## src/rtl/window_scan_ctrl_3x3_pkg.sv

```systemverilog
// Shared state encoding, tap indices and border-mask constants for the 3x3 scan controller.
package window_scan_ctrl_3x3_pkg;

  typedef enum logic [1:0] {
    IDLE  = 2'd0,
    RUN   = 2'd1,
    FLUSH = 2'd2,
    DONE  = 2'd3
  } scan_state_t;

  localparam int TAP_TL = 0;
  localparam int TAP_TC = 1;
  localparam int TAP_TR = 2;
  localparam int TAP_ML = 3;
  localparam int TAP_C  = 4;
  localparam int TAP_MR = 5;
  localparam int TAP_BL = 6;
  localparam int TAP_BC = 7;
  localparam int TAP_BR = 8;

  localparam logic [8:0] MASK_ALL   = 9'h1FF;
  localparam logic [8:0] MASK_TOP   = 9'h007;
  localparam logic [8:0] MASK_BOT   = 9'h1C0;
  localparam logic [8:0] MASK_LEFT  = 9'h049;
  localparam logic [8:0] MASK_RIGHT = 9'h124;

  function automatic logic [8:0] border_mask(input logic top, input logic bot,
                                             input logic left, input logic right);
    logic [8:0] m;
    m = MASK_ALL;
    if (top)   m = m & ~MASK_TOP;
    if (bot)   m = m & ~MASK_BOT;
    if (left)  m = m & ~MASK_LEFT;
    if (right) m = m & ~MASK_RIGHT;
    return m;
  endfunction

endpackage

```

## src/rtl/window_scan_ctrl_3x3_pos_tracker.sv

```systemverilog
// Window centre (row, col) tracking and tap-validity mask, advanced by an emit strobe.
// Border masking is built only with BORDER_MASK_EN; otherwise every emitted mask is all-ones.
module window_pos_tracker
  import window_scan_ctrl_3x3_pkg::*;
#(
  parameter int ROWS = 5,
  parameter int COLS = 5,
  localparam int RW = $clog2(ROWS),
  localparam int CW = $clog2(COLS)
) (
  input  logic          clk,
  input  logic          rst,
  input  logic          i_clear,
  input  logic          i_emit,
  output logic          o_valid,
  output logic [RW-1:0] o_row,
  output logic [CW-1:0] o_col,
  output logic [8:0]    o_mask
);

  localparam logic [RW-1:0] ROW_LAST = RW'(ROWS - 1);
  localparam logic [CW-1:0] COL_LAST = CW'(COLS - 1);

  logic [RW-1:0] r_next_row;
  logic [CW-1:0] r_next_col;
  logic [RW-1:0] r_row;
  logic [CW-1:0] r_col;
  logic [8:0]    r_mask;
  logic          r_valid;
  logic [8:0]    w_mask_next;

`ifdef BORDER_MASK_EN
  localparam logic [8:0] MASK_RST = MASK_ALL;
  assign w_mask_next = border_mask(r_next_row == '0, r_next_row == ROW_LAST,
                                   r_next_col == '0, r_next_col == COL_LAST);
`else
  localparam logic [8:0] MASK_RST = 9'h000;
  assign w_mask_next = MASK_ALL;
`endif

  // r_next_* is the position the next emit will present; outputs hold between emits
  always_ff @(posedge clk or negedge rst) begin
    if (!rst) begin
      r_next_row <= '0;
      r_next_col <= '0;
      r_row      <= '0;
      r_col      <= '0;
      r_mask     <= MASK_RST;
      r_valid    <= 1'b0;
    end else begin
      r_valid <= i_emit;
      if (i_clear) begin
        r_next_row <= '0;
        r_next_col <= '0;
      end else if (i_emit) begin
        r_row  <= r_next_row;
        r_col  <= r_next_col;
        r_mask <= w_mask_next;
        if (r_next_col == COL_LAST) begin
          r_next_col <= '0;
          if (r_next_row != ROW_LAST) r_next_row <= r_next_row + 1'b1;
        end else begin
          r_next_col <= r_next_col + 1'b1;
        end
      end
    end
  end

  assign o_valid = r_valid;
  assign o_row   = r_row;
  assign o_col   = r_col;
  assign o_mask  = r_mask;

endmodule

```

## src/rtl/window_scan_ctrl_3x3.sv

```systemverilog
// Raster-scan sequencer for the 3x3 window datapath: counts shifts, drives flush, flags windows.
// Optional border tap masking is enabled with the BORDER_MASK_EN macro.
//
//   state | meaning
//   IDLE  | waiting for start_i
//   RUN   | accepting pixels on valid_i
//   FLUSH | shifting COLS+1 zero pixels to drain the last centres
//   DONE  | one-cycle frame wrap-up
module window_scan_ctrl_3x3
  import window_scan_ctrl_3x3_pkg::*;
#(
  parameter int ROWS = 5,
  parameter int COLS = 5
) (
  input  logic                    clk,
  input  logic                    rst,
  input  logic                    start_i,
  input  logic                    valid_i,
  output logic                    flush_o,
  output logic                    busy_o,
  output logic                    window_valid_o,
  output logic [$clog2(ROWS)-1:0] row_o,
  output logic [$clog2(COLS)-1:0] col_o,
  output logic [8:0]              mask_o,
  output logic                    done_o
);

  localparam int PIX  = ROWS * COLS;
  localparam int SH_W = $clog2(PIX + COLS + 1);
  localparam int FL_W = $clog2(COLS + 2);
  localparam logic [SH_W-1:0] SH_LAST  = SH_W'(PIX - 1);
  localparam logic [SH_W-1:0] SH_FIRST = SH_W'(COLS + 1);
  localparam logic [FL_W-1:0] FL_LAST  = FL_W'(COLS);

  scan_state_t r_state, w_state_next;
  logic [SH_W-1:0] r_sh_cnt;
  logic [FL_W-1:0] r_flush_cnt;
  logic            r_done;
  logic            w_start;
  logic            w_shift;
  logic            w_emit;

  always_ff @(posedge clk or negedge rst) begin
    if (!rst) r_state <= IDLE;
    else      r_state <= w_state_next;
  end

  always_comb begin
    w_state_next = r_state;
    case (r_state)
      IDLE:  if (start_i) w_state_next = RUN;
      RUN:   if (valid_i && r_sh_cnt == SH_LAST) w_state_next = FLUSH;
      FLUSH: if (r_flush_cnt == FL_LAST) w_state_next = DONE;
      DONE:  w_state_next = IDLE;
      default: w_state_next = IDLE;
    endcase
  end

  always_comb begin
    flush_o = (r_state == FLUSH);
    busy_o  = (r_state != IDLE);
    w_start = (r_state == IDLE) && start_i;
    w_shift = ((r_state == RUN) && valid_i) || (r_state == FLUSH);
    // a centre exists only once COLS+1 pixels precede it in the window
    w_emit  = w_shift && (r_sh_cnt >= SH_FIRST);
  end

  // done_o trails the final window by one cycle, so it is registered off DONE
  always_ff @(posedge clk or negedge rst) begin
    if (!rst) begin
      r_sh_cnt    <= '0;
      r_flush_cnt <= '0;
      r_done      <= 1'b0;
    end else begin
      r_done <= (r_state == DONE);
      if (w_start)      r_sh_cnt <= '0;
      else if (w_shift) r_sh_cnt <= r_sh_cnt + 1'b1;
      if (r_state == FLUSH) r_flush_cnt <= r_flush_cnt + 1'b1;
      else                  r_flush_cnt <= '0;
    end
  end

  assign done_o = r_done;

  window_pos_tracker #(
    .ROWS (ROWS),
    .COLS (COLS)
  ) u_pos (
    .clk     (clk),
    .rst     (rst),
    .i_clear (w_start),
    .i_emit  (w_emit),
    .o_valid (window_valid_o),
    .o_row   (row_o),
    .o_col   (col_o),
    .o_mask  (mask_o)
  );

endmodule

```

## config.mk

```make
export PLATFORM = sky130hd
export DESIGN_NAME = window_scan_ctrl_3x3
export DESIGN_NICKNAME = d
export VERILOG_FILES = /design/src/rtl/window_scan_ctrl_3x3_pkg.sv /design/src/rtl/window_scan_ctrl_3x3_pos_tracker.sv /design/src/rtl/window_scan_ctrl_3x3.sv
export SDC_FILE = /design/constraint.sdc
export NUM_CORES = 1
export LEC_CHECK = 0
export ABC_AREA = 1
export BUFFER_PORTS_ARGS = -buffer_cell sky130_fd_sc_hd__buf_2
export CAP_MARGIN = 10
export CORE_UTILIZATION = 58
export CTS_BUF_LIST = sky130_fd_sc_hd__clkbuf_8
export DETAILED_ROUTE_END_ITERATION = 6
export GPL_TIMING_DRIVEN = 0
export PLACE_DENSITY = 0.83
export REMOVE_ABC_BUFFERS = 1
export SLEW_MARGIN = 20
export SYNTH_ARGS = -nofsm -noshare
export SYNTH_HDL_FRONTEND = slang
export SYNTH_SLANG_ARGS = --single-unit
export TNS_END_PERCENT = 20
```

## constraint.sdc

```tcl
create_clock -name clk -period 1.93 [get_ports clk]
set_input_delay 0.0965 -clock clk [delete_from_list [all_inputs] [get_ports clk]]
set_output_delay 0.0965 -clock clk [all_outputs]
set_load 0.01 [all_outputs]
```

==> impl_summary.md, run 1 <==
STA
Measured against its own limit, the worst slew margin works out to 63.4%. Across the routed clock network, the largest skew measured is 0.00282 ns. The worst path in the final design needs a cycle of approximately 1.6 ns, including I/O delays and setup. Hold timing on the final database bottoms out at a slack of about 0.19 ns. The number of hold violations in the final report is 0. The top achievable clock speed is roughly 640 MHz. Setup repair after global routing left no endpoint under its margin. Setup violations remaining at the end of the flow were counted as 0. At the pin with the least slew margin, the transition time is roughly 0.55 ns.

For the final routed database, the setup TNS stands at 0 ns. The number of slew-limit violations in the final report is 0. The final period utilization is 81.3%.

CTS
In this run, post-CTS repair resized a total of 0 instances. The maximum buffer depth of the clock tree is 2. Clock latency on the worst-skew pair, taken at its later pin, is 0.26 ns. The TritonCTS clock tree is done. The number of buffers added by the clock tree synthesis step is 3. The clock drives 25 sinks. The clock transition at the registers of the reported paths is 0.08 ns. The clock tree root buffer cell is clkbuf_8. The post-CTS setup buffer count is 0. The depth of the CTS H-tree is 1.

Finish
The number of antenna diodes in the final layout is 0. The number of nets at the end of the flow is 202. The proportion of layout cells with a drive suffix above 1 is 20.2%. The area growth from synthesis to layout is 9.95%. The library cells used most frequently in the layout, excluding fill and tap cells, are nand2_1 (48), dfrtp_1 (25), buf_2 (22). The library cell used most frequently in the layout, excluding fill and tap cells, is nand2_1. Excluding fillers, the count of instances in the completed layout stands at 211.

Critical path
The highest fanout seen on the critical path is 10. The number of buffers and inverters on the critical path is 3. The endpoint arrival time on the critical path is 1.72 ns. The worst setup path is of the flop to flop kind. On the critical path the largest part of the delay comes from simple AND/OR/NAND/NOR gates. The worst path required time is 2.08 ns. The slowest stage cell on the critical path is dfrtp_1. Among the stages of the critical path, the cell type that occurs most often is nand2_1.

The stage delay of the slowest cell on the critical path is between 0.4 and 0.5 ns. STA classifies the critical path endpoint as a flop. The launching element type of the critical path is a flop. Traced cell by cell, the critical path runs through inv_1, ha_1, nand2_4, clkinv_2, nor2_8, inv_4, nand2_1, nand2_1.

Detailed routing
The pre-antenna-repair detailed-routing pass consisted of 4 iterations. After detailed routing, the number of remaining DRC violations is 0. The detail route stage leaves a number of antenna-violating nets equal to 0. Dividing the detail-routed wire length by the instance count gives roughly 11 um. The count of routing violations after the opening detailed-route iteration is 18. The total number of vias is around 1000.

For this block, the routed nets add up to 2.38 mm of wire. In the routed layout, each cell is associated on average with a via count of 4.96.

Yosys
The count of state elements after synthesis is 25. The number of distinct library cells after synthesis is 22. During synthesis, Yosys emitted a total of 0 warnings. Summing every instance area after synthesis gives 1410 sq um. A synthesized cell averages 8.59 sq um. The post-synthesis instance total is 164. The sequential fraction of the synthesis area is 44.4%.

Global route
The total global routing overflow is 0. The initial antenna violation count is 0. Entering global routing, the biggest net connects 26 pins. The number of global-route vias before repair is 1011. The first global-routing pass estimated 4.24 mm of wire. For this run, the total global-route usage over all layers was measured as a little over a fifth.

Status
The run finished with clean final reports.

Place
The wire-length estimate of the detail-placed layout is 1.78 mm. The final RePlAce weighted congestion is about 0.84. The number of buffers inserted by port buffering is 22.

Counting tap cells, the placed design contains a total of 206 instances.

Floorplanning
Pin placement for this block handled 23 I/O pins. The die covers 2630 sq um. The starting density of the core is 62.5%. Row generation in the floorplan step produced 17 rows. The vertical die dimension is 51.3 um.

The overall die width is 51.3 um. The placeable core region is around 2300 sq um.

Worst hold path
The worst hold-check path type is input pin to flop.

Job
Max-cap violations in this run came to 0.

Power
The power per cell area is around 1500 nW/um^2. The worst ir drop on vdd is 0.000793 V. Summed over all cells, the static leakage comes to 0.882 nW. The sum of internal, switching and leakage power is 2.26 mW.
-- metal layers --
metal  vias to the layer above  part of all wire (%)  global-route usage [%]
met2                        25                    51                    39.3
met4                         0                   1.0                    5.41
met5                         -                     0                       0
met1                       479                    45                    27.3
li1                        539                     -                       -
met3                         4                   3.1                    1.79
-- sequential cells by signal, indices dropped and copies added (netlist names), 2 cells and up --
signal	flops
u_pos.r_next_col	3
r_state	2
u_pos.o_col	3
u_pos.o_row	3
u_pos.r_next_row	3
r_sh_cnt	5
r_flush_cnt	3
-- what timing repair did --
| action | CTS | global route |
|---|---|---|
| hold buffers | 1 | 0 |
| endpoints found under the hold margin | 25 | 0 |
| setup endpoints to repair | 0 | 0 |
-- cells in the mapped netlist --
library cell  number  area [sq um]
nand3b_1           1          7.51
clkinv_2           1          5.00
o21ai_0            6          30.0
buf_4              8          60.1
or2_1              1          6.26
o21ai_2            1          8.76
inv_2              1          3.75
nor2_1            12          45.0
a21oi_1            5          25.0
nand4_1            1          6.26
nand3_2            1          10.0
nand2_1           48           180
or2_2              2          12.5
dfrtp_1           25           626
inv_1             20          75.1
inv_4              1          6.26
nand2_4            4          45.0
o21bai_1           1          7.51
ha_1              14           175
nor2_8             1          20.0
xnor2_1            1          8.76
nand3_1            9          45.0
-- power breakdown --
part	internal, mW	total, mW	switching (mW)
clock	0.142	0.295	0.153
sequential	0.708	0.878	0.170
combinational	0.409	1.09	0.677
total	1.26	2.26	1.00
-- worst min-delay path, delay by kind of cell --
kind	cells	cell delay [ns]
simple gates	3	0.22
buf+inv	1	0.10
-- worst paths after layout --
kind | from | cells past startpoint | end | slack [ns]
worst max-delay path | r_state[0]$_DFFE_PN0P_ | 8 | u_pos.o_row[0]$_DFFE_PN0P_ | 0.36
worst min-delay path | start_i | 4 | r_sh_cnt[3]$_DFFE_PN0P_ | 0.19
worst max register to register | r_state[0]$_DFFE_PN0P_ | 8 | u_pos.o_row[0]$_DFFE_PN0P_ | 0.36
worst min register to register | u_pos.o_row[2]$_DFFE_PN0P_ | 2 | u_pos.o_row[2]$_DFFE_PN0P_ | 0.47
max in group asynchronous | rst | 2 | u_pos.r_next_col[1]$_DFFE_PN0P_ | 1.22
min in group asynchronous | rst | 2 | done_o$_DFF_PN0_ | 0.35
-- through the flow --
stage / worst slack [ns] / area [sq um] / utilization, %
global route: 0.229 / 1550 / 68.7
finish: 0.360 / 1550 / 68.7
detailed placement: 0.351 / 1490 / 66.3
floorplan: 0.533 / 1350 / -
global placement: 0.421 / 1490 / 66.3
CTS: 0.349 / 1550 / 68.7
-- layout make-up --
cell class                      instances  area [sq um]
Tap cell                               28          35.0
Multi-Input combinational cell        108           633
Fill cell                             179           706
Clock inverter                          1          3.75
Sequential cell                        25           626
Timing Repair Buffer                   23           120
Inverter                               23          90.1
Clock buffer                            3          41.3
-- cell families after synthesis --
group	count (synthesis)	share of synthesized area, %
DFF	25	44.4
adders and majority gates	14	12.4
and+or+nand+nor	80	26.8
AOI/OAI and AO/OA	13	5.06
xor gates and xnor gates	1	0.622
buffers and inverters	31	10.7
No activity file was read; power rests on OpenSTA's default activity.
==> run 2: changes to the inputs <==
--- a/config.mk
+++ b/config.mk
@@ -8,11 +8,11 @@
 export ABC_AREA = 1
 export BUFFER_PORTS_ARGS = -buffer_cell sky130_fd_sc_hd__buf_2
 export CAP_MARGIN = 10
-export CORE_UTILIZATION = 58
+export CORE_UTILIZATION = 52
 export CTS_BUF_LIST = sky130_fd_sc_hd__clkbuf_8
 export DETAILED_ROUTE_END_ITERATION = 6
 export GPL_TIMING_DRIVEN = 0
-export PLACE_DENSITY = 0.83
+export PLACE_DENSITY = 0.78
 export REMOVE_ABC_BUFFERS = 1
 export SLEW_MARGIN = 20
 export SYNTH_ARGS = -nofsm -noshare
==> constraint.sdc (replaced) <==
create_clock -name clk -period 1.4 [get_ports clk]
set_input_delay 0.07 -clock clk [delete_from_list [all_inputs] [get_ports clk]]
set_output_delay 0.07 -clock clk [all_outputs]
set_load 0.01 [all_outputs]
==> run 2 against run 1 <==
Fmax grew 14%; sequential power grew 40%; worst setup slack lost 0.34 ns; non-clock buffer count grew 9; wire length grew 19%; critical path type unchanged; highest routed layer unchanged; clock-buffer cell count is the same; global-route usage shrank 0.33 points; largest cell class unchanged; via count grew 11%; combinational power grew 87%; first-iteration DRC count grew 22%; worst hold slack gained 0.063 ns.
==> impl_summary.md, run 2 (synthesis results as in run 1) <==
Status
The run finished with clean final reports.

STA
The relative slew slack is 62.3% (-1.1 points). The number of hold violations in the final report is 0 (unchanged). The number of slew-limit violations in the final report is 0 (unchanged). The transition time at the pin with the least slew margin is 0.565 ns (+0.0166 ns). The top achievable clock speed is 726 MHz (+14%). The summed negative setup slack over all endpoints is 0 ns (unchanged).

Setup repair after global routing could not meet its margin everywhere. The final critical path time including I/O delays and setup is 1.38 ns (-0.192 ns). The worst hold-check slack was 0.258 ns (+0.0631 ns). The final period utilization came to 98.4% (+17 points). The number of endpoints failing setup at the final stage is 0 (unchanged). The clock skew after layout is 0.00155 ns (-0.00127 ns).

Critical path
The source of the worst register-to-register timing path is r_state[1]$_DFFE_PN0P_. The worst setup path is of the flop to flop kind. The highest fanout seen on the critical path is 6 (-4). The endpoint arrival time on the critical path is 1.55 ns (-0.17 ns). The type of destination of the critical path is a flop. STA classifies the critical path startpoint as a flop. The worst reg-to-reg path cell count is 9 (+1).

The worst path required time is 1.57 ns (-0.51 ns). The source of the critical timing path is r_state[1]$_DFFE_PN0P_.

Finish
The number of nets at the end of the flow is 212 (+5.0%). Leaving out fill and tap cells, the most frequent cell in the layout is nand2_1. The finished layout cell area is 1770 sq um (+14%). In the layout the commonest cells are nand2_1 (40), dfrtp_1 (24), buf_2 (22).

Compared with the post-synthesis result, the final layout area differs by 25.4%. The post-layout instance count excluding filler cells is 223 (+5.7%). The end-of-flow core utilization came to 70.0% (+1.3 points).

The register with the most flip-flops in the final layout is r_sh_cnt. The diode insertion count for antenna repair is 0 (unchanged). The flip-flop count of the largest register after layout was 5 (unchanged). The proportion of layout cells with a drive suffix above 1 came to 33.7% (+13 points).

CTS
TritonCTS built the clock tree. The clock tree root buffer cell is clkbuf_8. The number of buffers added by the clock tree synthesis step is 3 (unchanged). The source-to-sink clock delay at the later pin of the worst-skew pair is 0.27 ns (about the same). The depth of the CTS H-tree came to 1 (unchanged). The clock transition at the registers of the reported paths is 0.09 ns (about the same). The number of sinks handled by clock tree synthesis is 25 (unchanged).

The maximum buffer depth of the clock tree is 2 (unchanged).

Detailed routing
The total number of vias is 1160 (+11%). The number of detailed-route iterations in the first pass is 4 (unchanged). The number of design rule violations left after detail routing is 0 (unchanged). The post-detailed-routing wire length is 2.83 mm (+19%).

The number of nets with antenna violations after detailed routing came to 0 (unchanged). The average wire per standard cell is 12.7 um (+13%). The count of routing violations after the opening detailed-route iteration is 22 (+4). The vias per cell is 5.20 (+4.8%).

Job
The number of max-cap violations was 0 (unchanged).

Floorplanning
The area of the die is 2920 sq um (+11%). The starting density of the core is 55.9% (-6.6 points). The I/O pin total is 23 (unchanged). The row count came to 18 (+1). The overall die width was 54.1 um (+5.4%).

The vertical die dimension is 54.1 um (+5.4%). The placeable core region is 2520 sq um (+12%).

Place
The number of buffers inserted by port buffering is 22 (unchanged). The area after detailed placement is 1500 sq um (+0.17%). The final RePlAce weighted congestion came to 0.836 (-0.94%). The final HPWL from detailed placement is 1.77 mm (-0.76%). The number of instances in the placed design is 208 (+0.97%).

Global route
The number of global-route vias before repair is 1036 (+2.5%). The initial antenna violation count came to 0 (unchanged). The overall routing resource usage is 21.2% (-0.33 points).

The global-route wire length before repair came to 4.42 mm (+4.2%). The total global routing overflow came to 0 (unchanged). The pin count of the biggest net entering global routing is 26 (unchanged).

Power
The total leakage power was 0.922 nW (+4.5%). The worst ir drop on vdd was 0.00126 V (+59%). The power per cell area came to 2100 nW/um^2 (+44%).

Worst hold path
The worst hold-check path type is input pin to flop. The launch instance of the worst min-delay path is valid_i. The cell depth of the worst hold path is 5 (+1).
run 2: cell types whose count changed in the layout (fill, tap and decap cells not counted), moves of 2 or more:
| cell | previous run | this run |
|---|---|---|
| buf_4 | 0 | 8 |
| nand2_1 | 48 | 40 |
| nand2_2 | 0 | 7 |
| inv_1 | 21 | 17 |
| ha_1 | 14 | 11 |
| ha_4 | 0 | 3 |
| nand2_8 | 0 | 3 |
| inv_4 | 1 | 3 |
| nand2_4 | 4 | 2 |
| o21ai_0 | 6 | 4 |
| o21ai_1 | 0 | 2 |
run 2: report_power, final:
group / total, mW / switching (mW) / internal, mW
clock network: 0.435 / 0.234 / 0.202
registers: 1.23 / 0.257 / 0.978
logic: 2.04 / 1.18 / 0.858
total: 3.71 / 1.68 / 2.04
run 2: cell type report:
class                      count  area (sq um)
clock buffer                   3          41.3
clock inverter                 1          7.51
fill                         174           756
inverter                      23           106
multi-input combinational    109           756
sequential                    25           627
tap                           30          37.5
timing repair buffer          32           191
run 2: path summary, 6_finish.rpt:
path / slack (ns) / endpoint
min: 0.26 / r_state[0]$_DFFE_PN0P_
max reg2reg: 0.02 / u_pos.o_row[1]$_DFFE_PN0P_
min in group asynchronous: 0.32 / r_sh_cnt[3]$_DFFE_PN0P_
max: 0.02 / u_pos.o_row[1]$_DFFE_PN0P_
min reg2reg: 0.47 / r_flush_cnt[0]$_DFF_PN0_
max in group asynchronous: 0.68 / r_state[1]$_DFFE_PN0P_
run 2: per-layer routing:
layer / GRT usage, % / part of all wire (%) / vias up / routed length, um
met3: 4.52 / 3.9 / 8 / 110
met2: 38.3 / 51 / 39 / 1440
li1: - / - / 561 / -
met4: 8.97 / 2.4 / 0 / 68
met1: 23.7 / 43 / 552 / 1220
met5: 0 / 0 / - / 0
run 2: worst max-delay path: stages (launching register included):
cell,delay [ns]
dfrtp_2,0.47
inv_4,0.10
ha_4,0.16
nand2_4,0.06
nand2_8,0.09
nand2_8,0.09
nor2_8,0.14
inv_4,0.07
nand2_1,0.06
nand2_1,0.04
run 2: stage by stage:
stage,power (mW),setup WS (ns)
after floorplan,2.24,0.00287
after global placement,2.60,-0.113
after detailed placement,2.70,-0.205
after CTS,3.39,0.00498
after global routing,4.03,-0.0275
final,3.71,0.0223
run 2: what timing repair did:
item | CTS | global route
gates resized for setup | 11 | 22
gates cloned | 1 | 0
pin swaps | 4 | 9
buffers inserted | 5 | 4
hold endpoints to repair | 25 | 0
hold buffers | 1 | 0
setup endpoints to repair | 14 | 15
==> run 3: changes to the inputs <==
--- a/config.mk
+++ b/config.mk
@@ -13,6 +13,7 @@
 export DETAILED_ROUTE_END_ITERATION = 6
 export GPL_TIMING_DRIVEN = 0
 export PLACE_DENSITY = 0.78
+export RECOVER_POWER = 100
 export REMOVE_ABC_BUFFERS = 1
 export SLEW_MARGIN = 20
 export SYNTH_ARGS = -nofsm -noshare
==> run 3 against run 2 <==
Critical path depth is the same; sequential power hardly changed; worst setup slack about the same; cell count unchanged; clock-buffer cell count unchanged; clock skew about the same; final area shrank 0.28%; via count rose by 0.26%; combinational power hardly changed; clock power hardly changed; highest routed layer unchanged.
==> impl_summary.md, run 3 (synthesis results as in run 1) <==
Critical path
Tracing the worst setup path back leads to its startpoint at r_state[1]$_DFFE_PN0P_. The stage delay of the slowest cell on the critical path was 0.47 ns (about the same). The slack of the worst reg-to-reg path is 0.02 ns (about the same). The source of the worst register-to-register timing path is r_state[1]$_DFFE_PN0P_. The worst register-to-register path ends at u_pos.o_row[1]$_DFFE_PN0P_. The worst setup path is captured at a flop. Walking the worst path, the cells encountered are inv_4, ha_4, nand2_4, nand2_8, nand2_8, nor2_8, inv_4, nand2_1, nand2_1. The highest fanout seen on the critical path is 6 (unchanged).

The worst path required time is 1.57 ns (about the same). The launching element type of the critical path is a flop. The worst reg-to-reg path cell count came to 9 (unchanged). The endpoint arrival time on the critical path is 1.55 ns (about the same). The category of the most critical setup path is flop to flop. The slowest stage of the critical path is the dfrtp_2 cell.

Detailed routing
The number of design rule violations left after detail routing was 0 (unchanged). The post-detailed-routing wire length came to 2.84 mm (+0.35%). The number of detailed-route iterations in the first pass is 4 (unchanged). The count of routing violations after the opening detailed-route iteration is 22 (unchanged). The vias per cell came to 5.22 (+0.26%). The number of nets with antenna violations after detailed routing is 0 (unchanged). The average wire per standard cell came to 12.7 um (+0.35%).

The total number of vias is 1163 (+0.26%).

CTS
The number of sinks handled by clock tree synthesis was 25 (unchanged). The number of buffers added by the clock tree synthesis step is 3 (unchanged). The source-to-sink clock delay at the later pin of the worst-skew pair was 0.27 ns (about the same). TritonCTS built the clock tree. The maximum buffer depth of the clock tree is 2 (unchanged). The depth of the CTS H-tree came to 1 (unchanged). The tree is rooted in a clkbuf_8. The clock transition at the registers of the reported paths came to 0.09 ns (about the same).

Finish
The top cell types in the final layout, fill and taps aside, are nand2_1 (40), dfrtp_1 (24), inv_1 (17), buf_2 (17). The diode insertion count for antenna repair is 0 (unchanged). The register bank with the most flops is r_sh_cnt. The number of filler instances in the final layout is 175 (+0.57%). From synthesis to final layout, the design area changed by 25.0%.

The number of nets at the end of the flow is 212 (unchanged). The proportion of layout cells with a drive suffix above 1 is 31.6% (-2.1 points). Leaving out fill and tap cells, the most frequent cell in the layout is nand2_1. The flip-flop count of the largest register after layout is 5 (unchanged).

Power
The worst ir drop on vdd was 0.00126 V (-0.23%). The power per cell area is 2100 nW/um^2 (+0.11%). The total leakage power came to 0.905 nW (-1.8%).

The sum of internal, switching and leakage power was 3.71 mW (-0.18%).

STA
The summed negative setup slack over all endpoints is 0 ns (unchanged). The worst hold-check slack is 0.257 ns (-0.0000710 ns). The final period utilization was 98.4% (about the same). The top achievable clock speed is 726 MHz (about the same). The relative slew slack is 58.1% (-4.2 points). The clock skew after layout came to 0.00160 ns (+0.0000490 ns). The transition time at the pin with the least slew margin is 0.628 ns (+0.0634 ns). The setup slack of the critical path after layout was 0.0219 ns (-0.000435 ns). Setup repair after global routing could not meet its margin everywhere. The final critical path time including I/O delays and setup came to 1.38 ns (+0.000434 ns). The number of endpoints failing setup at the final stage is 0 (unchanged).

The number of hold violations in the final report is 0 (unchanged). The number of slew-limit violations in the final report is 0 (unchanged).

Job
The number of max-cap violations is 0 (unchanged).

Floorplanning
The row count is 18 (unchanged). The starting density of the core is 55.9% (unchanged). The placeable core region is 2520 sq um (unchanged). The vertical die dimension is 54.1 um (unchanged). The I/O pin total is 23 (unchanged).

The overall die width was 54.1 um (unchanged). The area of the die is 2920 sq um (unchanged).

Global route
The pin count of the biggest net entering global routing is 26 (unchanged). The global-route wire length before repair is 4.42 mm (unchanged). The total global routing overflow came to 0 (unchanged).

The initial antenna violation count is 0 (unchanged). The overall routing resource usage is 21.2% (unchanged). The number of global-route vias before repair is 1036 (unchanged).

Place
The final RePlAce weighted congestion came to 0.836 (unchanged). The final HPWL from detailed placement is 1.77 mm (unchanged). The number of buffers inserted by port buffering is 22 (unchanged). The pre-CTS worst setup slack came to -0.205 ns (unchanged).

Worst hold path
The worst hold-check path type is input pin to flop. The launch instance of the worst min-delay path is valid_i. The cell depth of the worst hold path is 5 (unchanged). The worst hold path terminates at r_state[0]$_DFFE_PN0P_.

Status
The run finished with clean final reports.
==> run 3: through the flow <==
stage / utilization (%) / area, sq um / std cells
floorplan: - / 1350 / 156
global placement: 59.3 / 1500 / 208
detailed placement: 59.3 / 1500 / 208
CTS: 65.6 / 1650 / 219
global route: 69.8 / 1760 / 223
finish: 69.8 / 1760 / 223
==> run 3: repair_timing <==
action / 4_1_cts / 5_1_grt
setup endpoints to repair: 14 / 15
buffers inserted: 5 / 4
cloned: 1 / 0
pin swaps: 4 / 9
endpoints found under the hold margin: 25 / 0
hold buffers: 1 / 0
resized for setup: 11 / 22
==> run 3: cell type report <==
class,instances,area (sq um),area share (%)
Multi-Input combinational cell,109,756,42.9
Clock buffer,3,41.3,2.34
Sequential cell,25,627,35.6
Clock inverter,1,7.51,0.426
Timing Repair Buffer,32,186,10.6
Inverter,23,106,6.04
Tap cell,30,37.5,2.13
==> run 3: power by group <==
part	internal, mW	total, mW	switching (mW)
Combinational	0.849	2.04	1.19
Clock	0.202	0.435	0.234
Sequential	0.978	1.24	0.258
==> run 3: metal layers <==
metal  part of all wire (%)  vias to the layer above  GRT usage [%]  routed length, um
met5                      0                        -              0                  0
met4                    2.4                        0           8.97                 68
met3                    4.0                        8           4.52                113
met2                     50                       39           38.3               1430
met1                     43                      555           23.7               1230
li1                       -                      561              -                  -
==> run 3: worst max path at each step <==
stage,to
floorplan,u_pos.o_col[0]$_DFFE_PN0P_
global placement,u_pos.o_row[0]$_DFFE_PN0P_
detailed placement,u_pos.o_row[1]$_DFFE_PN0P_
CTS,u_pos.o_row[1]$_DFFE_PN0P_
global route,r_state[1]$_DFFE_PN0P_
finish,u_pos.o_row[1]$_DFFE_PN0P_
==> run 3: worst max-delay path, delay by kind of cell (launching register included) <==
kind          cells  cell delay (ns)
flops             1             0.47
buf+inv           2             0.17
fa+ha+maj         1             0.16
simple gates      6             0.48
